==> config.mk <==
export PLATFORM = sky130hd
export DESIGN_NAME = cla_chunk_seq_adder
export DESIGN_NICKNAME = d
export VERILOG_FILES = /design/src/rtl/cla_chunk_seq_adder.sv
export SDC_FILE = /design/constraint.sdc
export NUM_CORES = 1
export LEC_CHECK = 0
export BUFFER_PORTS_ARGS = -buffer_cell sky130_fd_sc_hd__buf_2
export CAP_MARGIN = 15
export CORE_MARGIN = 5
export CORE_UTILIZATION = 55
export DETAILED_ROUTE_END_ITERATION = 8
export GPL_ROUTABILITY_DRIVEN = 1
export PLACE_DENSITY = 0.83
export SKIP_LAST_GASP = 1
export SYNTH_ARGS = -nofsm -noshare
export SYNTH_HDL_FRONTEND = slang
export SYNTH_SLANG_ARGS = --single-unit
export TNS_END_PERCENT = 100
==> constraint.sdc <==
create_clock -name clk -period 3.2 [get_ports clk]
set_input_delay 0.48 -clock clk [delete_from_list [all_inputs] [get_ports clk]]
set_output_delay 0.48 -clock clk [all_outputs]
set_load 0.01 [all_outputs]
==> src/rtl/cla_chunk_seq_adder.sv <==
// Multi-cycle WIDTH-bit adder: one CHUNK-bit carry-lookahead slice stepped LSB-first, carry registered between chunks.
// Optional macro CLA_SEQ_GROUP_PG_EN adds whole-operand group propagate/generate outputs grp_p/grp_g.
module cla_chunk_seq_adder #(
  parameter int WIDTH = 32,
  parameter int CHUNK = 4
) (
  input  logic             clk,
  input  logic             rst_n,
  input  logic             in_valid,
  output logic             in_ready,
  input  logic [WIDTH-1:0] a,
  input  logic [WIDTH-1:0] b,
  input  logic             cin,
  output logic             out_valid,
  input  logic             out_ready,
  output logic [WIDTH-1:0] sum,
  output logic             cout,
  output logic             busy
`ifdef CLA_SEQ_GROUP_PG_EN
  ,
  output logic             grp_p,
  output logic             grp_g
`endif
);

  localparam int NCHUNK = WIDTH / CHUNK;
  localparam int IDXW   = (NCHUNK > 1) ? $clog2(NCHUNK) : 1;

  localparam logic [1:0] IDLE = 2'd0;
  localparam logic [1:0] RUN  = 2'd1;
  localparam logic [1:0] DONE = 2'd2;

  generate
    if (WIDTH % CHUNK != 0) begin : g_bad_width
      $error("cla_chunk_seq_adder: WIDTH must be an integer multiple of CHUNK");
    end
  endgenerate

  logic [1:0]       state_q, state_d;
  logic [IDXW-1:0]  idx_q, idx_d;
  logic             carry_q, carry_d;
  logic [WIDTH-1:0] a_q, a_d, b_q, b_d;
  logic [WIDTH-1:0] sum_q, sum_d;
  logic             cout_q, cout_d;

  logic [CHUNK-1:0] aChunk, bChunk, pBits, gBits, chunkSum;
  logic [CHUNK-1:0] c;
  logic             grpPx, grpGx, carryNext;
  int               off;

  // Lookahead slice over the chunk selected by idx, seeded from the registered carry.
  always_comb begin
    off    = int'(idx_q) * CHUNK;
    aChunk = a_q[off +: CHUNK];
    bChunk = b_q[off +: CHUNK];
    pBits  = aChunk ^ bChunk;
    gBits  = aChunk & bChunk;
    grpPx  = &pBits;
    grpGx  = 1'b0;
    c      = '0;
    c[0]   = carry_q;
    for (int j = 1; j < CHUNK; j++) begin
      c[j] = gBits[j-1] | (pBits[j-1] & c[j-1]);
    end
    for (int j = 0; j < CHUNK; j++) begin
      grpGx = gBits[j] | (pBits[j] & grpGx);
    end
    chunkSum  = pBits ^ c;
    carryNext = grpGx | (grpPx & carry_q);
  end

`ifdef CLA_SEQ_GROUP_PG_EN
  logic grpP_q, grpP_d, grpG_q, grpG_d;
`endif

  always_comb begin
    state_d = state_q;
    idx_d   = idx_q;
    carry_d = carry_q;
    a_d     = a_q;
    b_d     = b_q;
    sum_d   = sum_q;
    cout_d  = cout_q;
`ifdef CLA_SEQ_GROUP_PG_EN
    grpP_d  = grpP_q;
    grpG_d  = grpG_q;
`endif
    case (state_q)
      IDLE: begin
        if (in_valid) begin
          a_d     = a;
          b_d     = b;
          carry_d = cin;
          idx_d   = '0;
          state_d = RUN;
`ifdef CLA_SEQ_GROUP_PG_EN
          grpP_d  = 1'b1;
          grpG_d  = 1'b0;
`endif
        end
      end
      RUN: begin
        sum_d[off +: CHUNK] = chunkSum;
        carry_d = carryNext;
        idx_d   = idx_q + IDXW'(1);
`ifdef CLA_SEQ_GROUP_PG_EN
        grpP_d  = grpP_q & grpPx;
        grpG_d  = grpGx | (grpPx & grpG_q);
`endif
        if (idx_q == IDXW'(NCHUNK - 1)) begin
          idx_d   = '0;
          cout_d  = carryNext;
          state_d = DONE;
        end
      end
      DONE: begin
        if (out_ready) state_d = IDLE;
      end
      default: state_d = IDLE;
    endcase
  end

  always_ff @(posedge clk or negedge rst_n) begin
    if (!rst_n) begin
      state_q <= IDLE;
      idx_q   <= '0;
      carry_q <= 1'b0;
      a_q     <= '0;
      b_q     <= '0;
      sum_q   <= '0;
      cout_q  <= 1'b0;
`ifdef CLA_SEQ_GROUP_PG_EN
      grpP_q  <= 1'b0;
      grpG_q  <= 1'b0;
`endif
    end else begin
      state_q <= state_d;
      idx_q   <= idx_d;
      carry_q <= carry_d;
      a_q     <= a_d;
      b_q     <= b_d;
      sum_q   <= sum_d;
      cout_q  <= cout_d;
`ifdef CLA_SEQ_GROUP_PG_EN
      grpP_q  <= grpP_d;
      grpG_q  <= grpG_d;
`endif
    end
  end

  assign in_ready  = (state_q == IDLE);
  assign out_valid = (state_q == DONE);
  assign busy      = (state_q != IDLE);
  assign sum       = sum_q;
  assign cout      = cout_q;
`ifdef CLA_SEQ_GROUP_PG_EN
  assign grp_p     = grpP_q;
  assign grp_g     = grpG_q;
`endif

endmodule

### Yosys cells after proc, flatten, opt, wreduce, memory -nomap -nowiden

Index checks and enable logic that the tools add are counted.

| cells by class | value |
|---|---|
| $add $sub $neg | 2 |
| equality and inequality tests | 6 |
| shift operators | 4 |
| mux-type cells | 10 |
| bitwise gates (word level) | 17 |
| reduce and logical (&&, ||, !) cells | 8 |

Operators with widths:

| operator | number |
|---|---|
| indexed part select 32 x 6 -> 4 bit | 2 |
| negator 5 -> 33 bit | 1 |
| variable shift 4 x 33 -> 32 bit, first input constant | 1 |
| indexed part select 4 x 33 -> 32 bit | 1 |
| bitwise mux 32 bit | 1 |
| bitwise XOR 4 bit | 2 |
| bitwise AND 1 bit | 7 |
| OR 1 bit | 7 |
| 2-to-1 mux 2 bit | 3 |
| 2-to-1 mux 3 bit | 2 |
| one-hot mux 2 bit (3 select lines) | 1 |
| one-hot mux 3 bit (2 select lines) | 1 |
| AND reduction 2 bit | 3 |
| bitwise AND 4 bit | 1 |
| inequality test 2 bit, second input constant | 2 |
| AND reduction 4 bit | 1 |
| nonzero test 2 bit | 2 |
| adder 3 x 1 -> 3 bit, second input constant | 1 |
| == test 3 bit, second input constant | 1 |
| AND reduction 3 bit | 1 |
| == test 2 x 1 -> 1 bit, second input constant | 1 |
| == test 2 bit, second input constant | 1 |
| zero test 2 bit | 1 |
| inequality test 2 x 1 -> 1 bit, second input constant | 1 |
| other kinds (2) | 2 |

| word-level totals | value |
|---|---|
| flip-flop bits (word level) | 103 |
| input port bits | 69 |
| output and inout bits | 36 |
| logic and storage cells | 54 |

### Longest topological paths before layout

| depth | value |
|---|---|
| word-level depth | 11 |
| gate-level depth with buffers | 12 |
| mapped depth without buffers | 10 |

### Worst setup path after synthesis

No wires, ideal clock.

| path | value |
|---|---|
| path type | register -> register |
| from | register idx_q[0] |
| to | register sum_q[15] (netlist: sum[15]) |
| setup time | 0.128 ns |
| data arrival time | 2.846 ns |
| required time | 3.072 ns |
| slack | 0.226 ns |
| cell stages (with the launch flop) | 12 |
| buffers on the path | 1 |
| clock period less this slack | 2.974 ns |
| cell sequence | dfrtp_1 -> buf_2 -> mux4_2 -> nand2_1 -> nand2_1 -> fa_1 -> inv_1 -> fa_1 -> fa_1 -> xor2_1 -> nor2_1 -> mux2_1 |

| between the ends | value |
|---|---|
| cells in the longest elaborated chain, start to end | 11 |
| elaborated cells on any way between the ends | 15 |
| those cells by class | add/sub: 1; shift: 4; mux: 1; bitwise: 9 |

RTL lines:

| element | line | RTL |
|---|---|---|
| start: declaration | 40 | `logic [IDXW-1:0] idx_q, idx_d;` |
| start signal: assignment | 138 | `idx_q <= idx_d;` |
| indexed part select 32 x 6 -> 4 bit, on equally long branches | 54, 55 |  |
| bitwise XOR 4 bit | 56 | `pBits = aChunk ^ bChunk;` |
| bitwise AND 1 bit | 63 | `c[j] = gBits[j-1] \| (pBits[j-1] & c[j-1]);` |
| OR 1 bit | 63 |  |
| bitwise AND 1 bit | 63 |  |
| OR 1 bit | 63 |  |
| bitwise AND 1 bit | 63 |  |
| OR 1 bit | 63 |  |
| bitwise XOR 4 bit | 68 | `chunkSum = pBits ^ c;` |
| indexed part select 4 x 33 -> 32 bit | 103 | `sum_d[off +: CHUNK] = chunkSum;` |
| bitwise mux 32 bit (*) | 103 |  |
| end signal: assignment | 142 | `sum_q <= sum_d;` |
| end: declaration | 43 | `logic [WIDTH-1:0] sum_q, sum_d;` |

Every way passes the cells marked *; elsewhere a longest branch is shown, timed or not.
A chain may end at the register's enable or synchronous reset.

### Final worst setup path

| path | value |
|---|---|
| from | register idx_q[0] |
| to | register sum_q[7] (netlist: sum[7]) |

Same word-level chain as after synthesis.

==> results.yml <==
outcome:
  outcome: "complete, no violations"
sta:
  max_freq_mhz: 343
  rsz0062_at_grt: "no"
  tightest_slew_ps: 726
  setup-tns-final_ps: 0
  postLayoutSetupSlackWorst_ps: 282
  setup_viol_count_final: 0
  report.final.hold_viol_count: 0
  max_slew_margin: 0.516
  slew_viol_final: 0
  whs_ps: 179
  final.setup_skew_ps: 12.9
  fin_crit_ps: 2920
  fin_crit_sh: 0.912
routing:
  ant_nets: 0
  vias: 3117
  dr.first_iter.drc_count: 129
  wl_per_cell_um: 18.8
  via_per_inst: 5.47
  wl_met1_um: 4520
  wl_um: 10700
  routed.top_layer: "met4"
  wl_met3_um: 483
  first_pass_iters: 4
  wl_met2_um: 5530
  drc: 0
clock_network:
  path_clk_slew_ps: 90
  cts_setup_buffers: 0
  clockBufferDepth: 2
  cts.repair.resized: 0
  htreeDepth: 3
  clock-sinks: 103
  numCtsBuffers: 9
  postCtsHoldBufs: 0
  cts_tree: "built"
  root_buffer: "clkbuf_8"
  clock_latency_ps: 360
critical_path:
  r2r-start: "idx_q[0]$_DFFE_PN0P_"
  rr_endpoint: "sum[7]$_DFFE_PN0P_"
  cp.arrival_ps: 3160
  worstSetupPathType: "reg2reg"
  crit_family: "adder cells"
  max_stage_delay_ps: 520
  cp_num_buf_inv: 2
  r2r_cells: 11
  cp-end-kind: "flip-flop"
  setup.worst_path.start_class: "flip-flop"
  crit_cells: 11
  path_max_fanout: 10
  critical_path.cell_chain: "buf_4 > mux4_2 > nand2_1 > nand2_1 > fa_1 > inv_1 > fa_1 > fa_1 > xor2_2 > nor2_1 > mux2_2"
  required_ps: 3440
  cp-startpoint: "idx_q[0]$_DFFE_PN0P_"
  rrSetupSlack_ps: 280
  worstSetupEndpoint: "sum[7]$_DFFE_PN0P_"
  cpMostUsedCell: "fa_1"
  worst_path_max_delay_cell: "mux4_2"
placed_design:
  hpwlAfterDp_um: 8120
  port_buffers: 104
  place.gp.congestion: 0.789
  pre_cts_slack_ps: 181
logic_synthesis:
  ys_top_cells_by_count: "dfrtp_1 (103), mux2_4 (60), nand2_1 (34)"
  yosysMostFrequentCell: "dfrtp_1"
  synthAdderAreaFrac: 0.0385
  netlist_area_um2: 5140
  synth_top_cell_area_share: 0.502
  yosys.area_share.simple: 0.0667
  netlist_instances: 342
  synth_warnings: 0
  mappedNetlistNets: 425
  async_flop_share: 1.00
  yosys-mux-area-fraction: 0.323
  synth_edf_count: 0
  synth_compound_area_frac: 0.0207
  synth-xor-area-share: 0.00170
  ys_seq_elements: 103
  yosysTopAreaCell: "dfrtp_1"
  synth_cell_types: 41
  ys_seq_area_frac: 0.502
  synth_area_leaders: "dfrtp_1 (50%), mux2_4 (18%), mux2_2 (4.4%)"
  syn_avg_cell_area_um2: 15.0
  synth_top_flop_cell: "dfrtp_1"
  synth_top_family_by_area: "multiplexers"
grt:
  grt_usage: 0.197
  grt.overflow.total: 0
  antenna_found_initial: 0
  grt_max_degree: 58
  grt_pass1_wl_um: 17700
  grt_pass1_vias: 3501
floorplan:
  num_io_pins: 105
  die_h_um: 107
  core_um2: 9150
  die_w_um: 107
  initial_core_util: 0.561
  die_area_um2: 11400
  placementRows: 35
layout:
  fin_util: 0.647
  drive_gt1_frac: 0.490
  syn_to_final_growth_pct: 15.2
  diodes: 0
  finalNetCount: 537
run:
  drv_cap: 0
power_and_ir_drop:
  powerDensity_nw_per_um2: 1090
  irDropWorstVdd_mv: 0.584
  leakage_uw: 0.00298
worst_hold_path:
  hp-class: "in2async"
==> flip-flops by register name (all words and copies together), names as in the netlist <==
register,cells
b_q,32
cout,1
state_q,2
carry_q,1
sum,32
a_q,32
idx_q,3
==> layout make-up <==
class | instances | area [um^2]
timing repair buffer | 114 | 623
tap | 111 | 139
clock inverter | 6 | 68.8
inverter | 16 | 62.6
clock buffer | 10 | 128
multi-input combinational | 210 | 2320
fill | 671 | 3230
sequential | 103 | 2580
==> layer usage <==
metal	global-route usage	vias to the layer above
li1	-	1439
met4	0.0539	0
met1	0.251	1574
met3	0.0355	16
met5	0	-
met2	0.348	88
==> cell usage in the layout, fill, tap and decap left out, drive strengths merged, types with 2 or more instances in the layout <==
master,netlist,final
buf,12,114
dfrtp,103,103
mux2,89,89
nand2,34,34
inv,15,16
mux4,16,16
nor2,15,15
ha,11,11
clkbuf,1,10
o21ai,7,7
and2,5,5
mux2i,4,4
a21oi,4,4
clkinv,1,4
nand2b,3,3
nand3b,3,3
fa,3,3
nor2b,2,2
nor3,2,2
==> where the power goes <==
group | leakage, uW | switching, uW | internal, uW
Clock | 0.0000968 | 450 | 367
Sequential | 0.00127 | 383 | 1900
Combinational | 0.00161 | 1600 | 1780
==> how the worst min path moves through the flow <==
stage	cells after the start	end
floorplan	0	a_q[0]$_DFFE_PN0P_
global placement	2	sum[1]$_DFFE_PN0P_
detailed placement	2	sum[1]$_DFFE_PN0P_
CTS	1	sum[16]$_DFFE_PN0P_
global route	1	carry_q$_DFFE_PN0P_
finish	1	a_q[3]$_DFFE_PN0P_
==> stage by stage <==
step / total power (uW) / instances / area (um^2)
after detailed placement: 5650 / 554 / 5720
after floorplan: 4710 / 342 / 5140
after CTS: 6490 / 570 / 5910
after global placement: 5480 / 554 / 5720
final: 6480 / 570 / 5920
after global routing: 6950 / 570 / 5920
==> cells by family after synthesis <==
logic type,Yosys count
simple gates,69
xor+xnor,1
mux,109
buf+inv,29
compound gates,17
fa+ha+maj,14
flops,103
(Power assumes the default switching activity.)
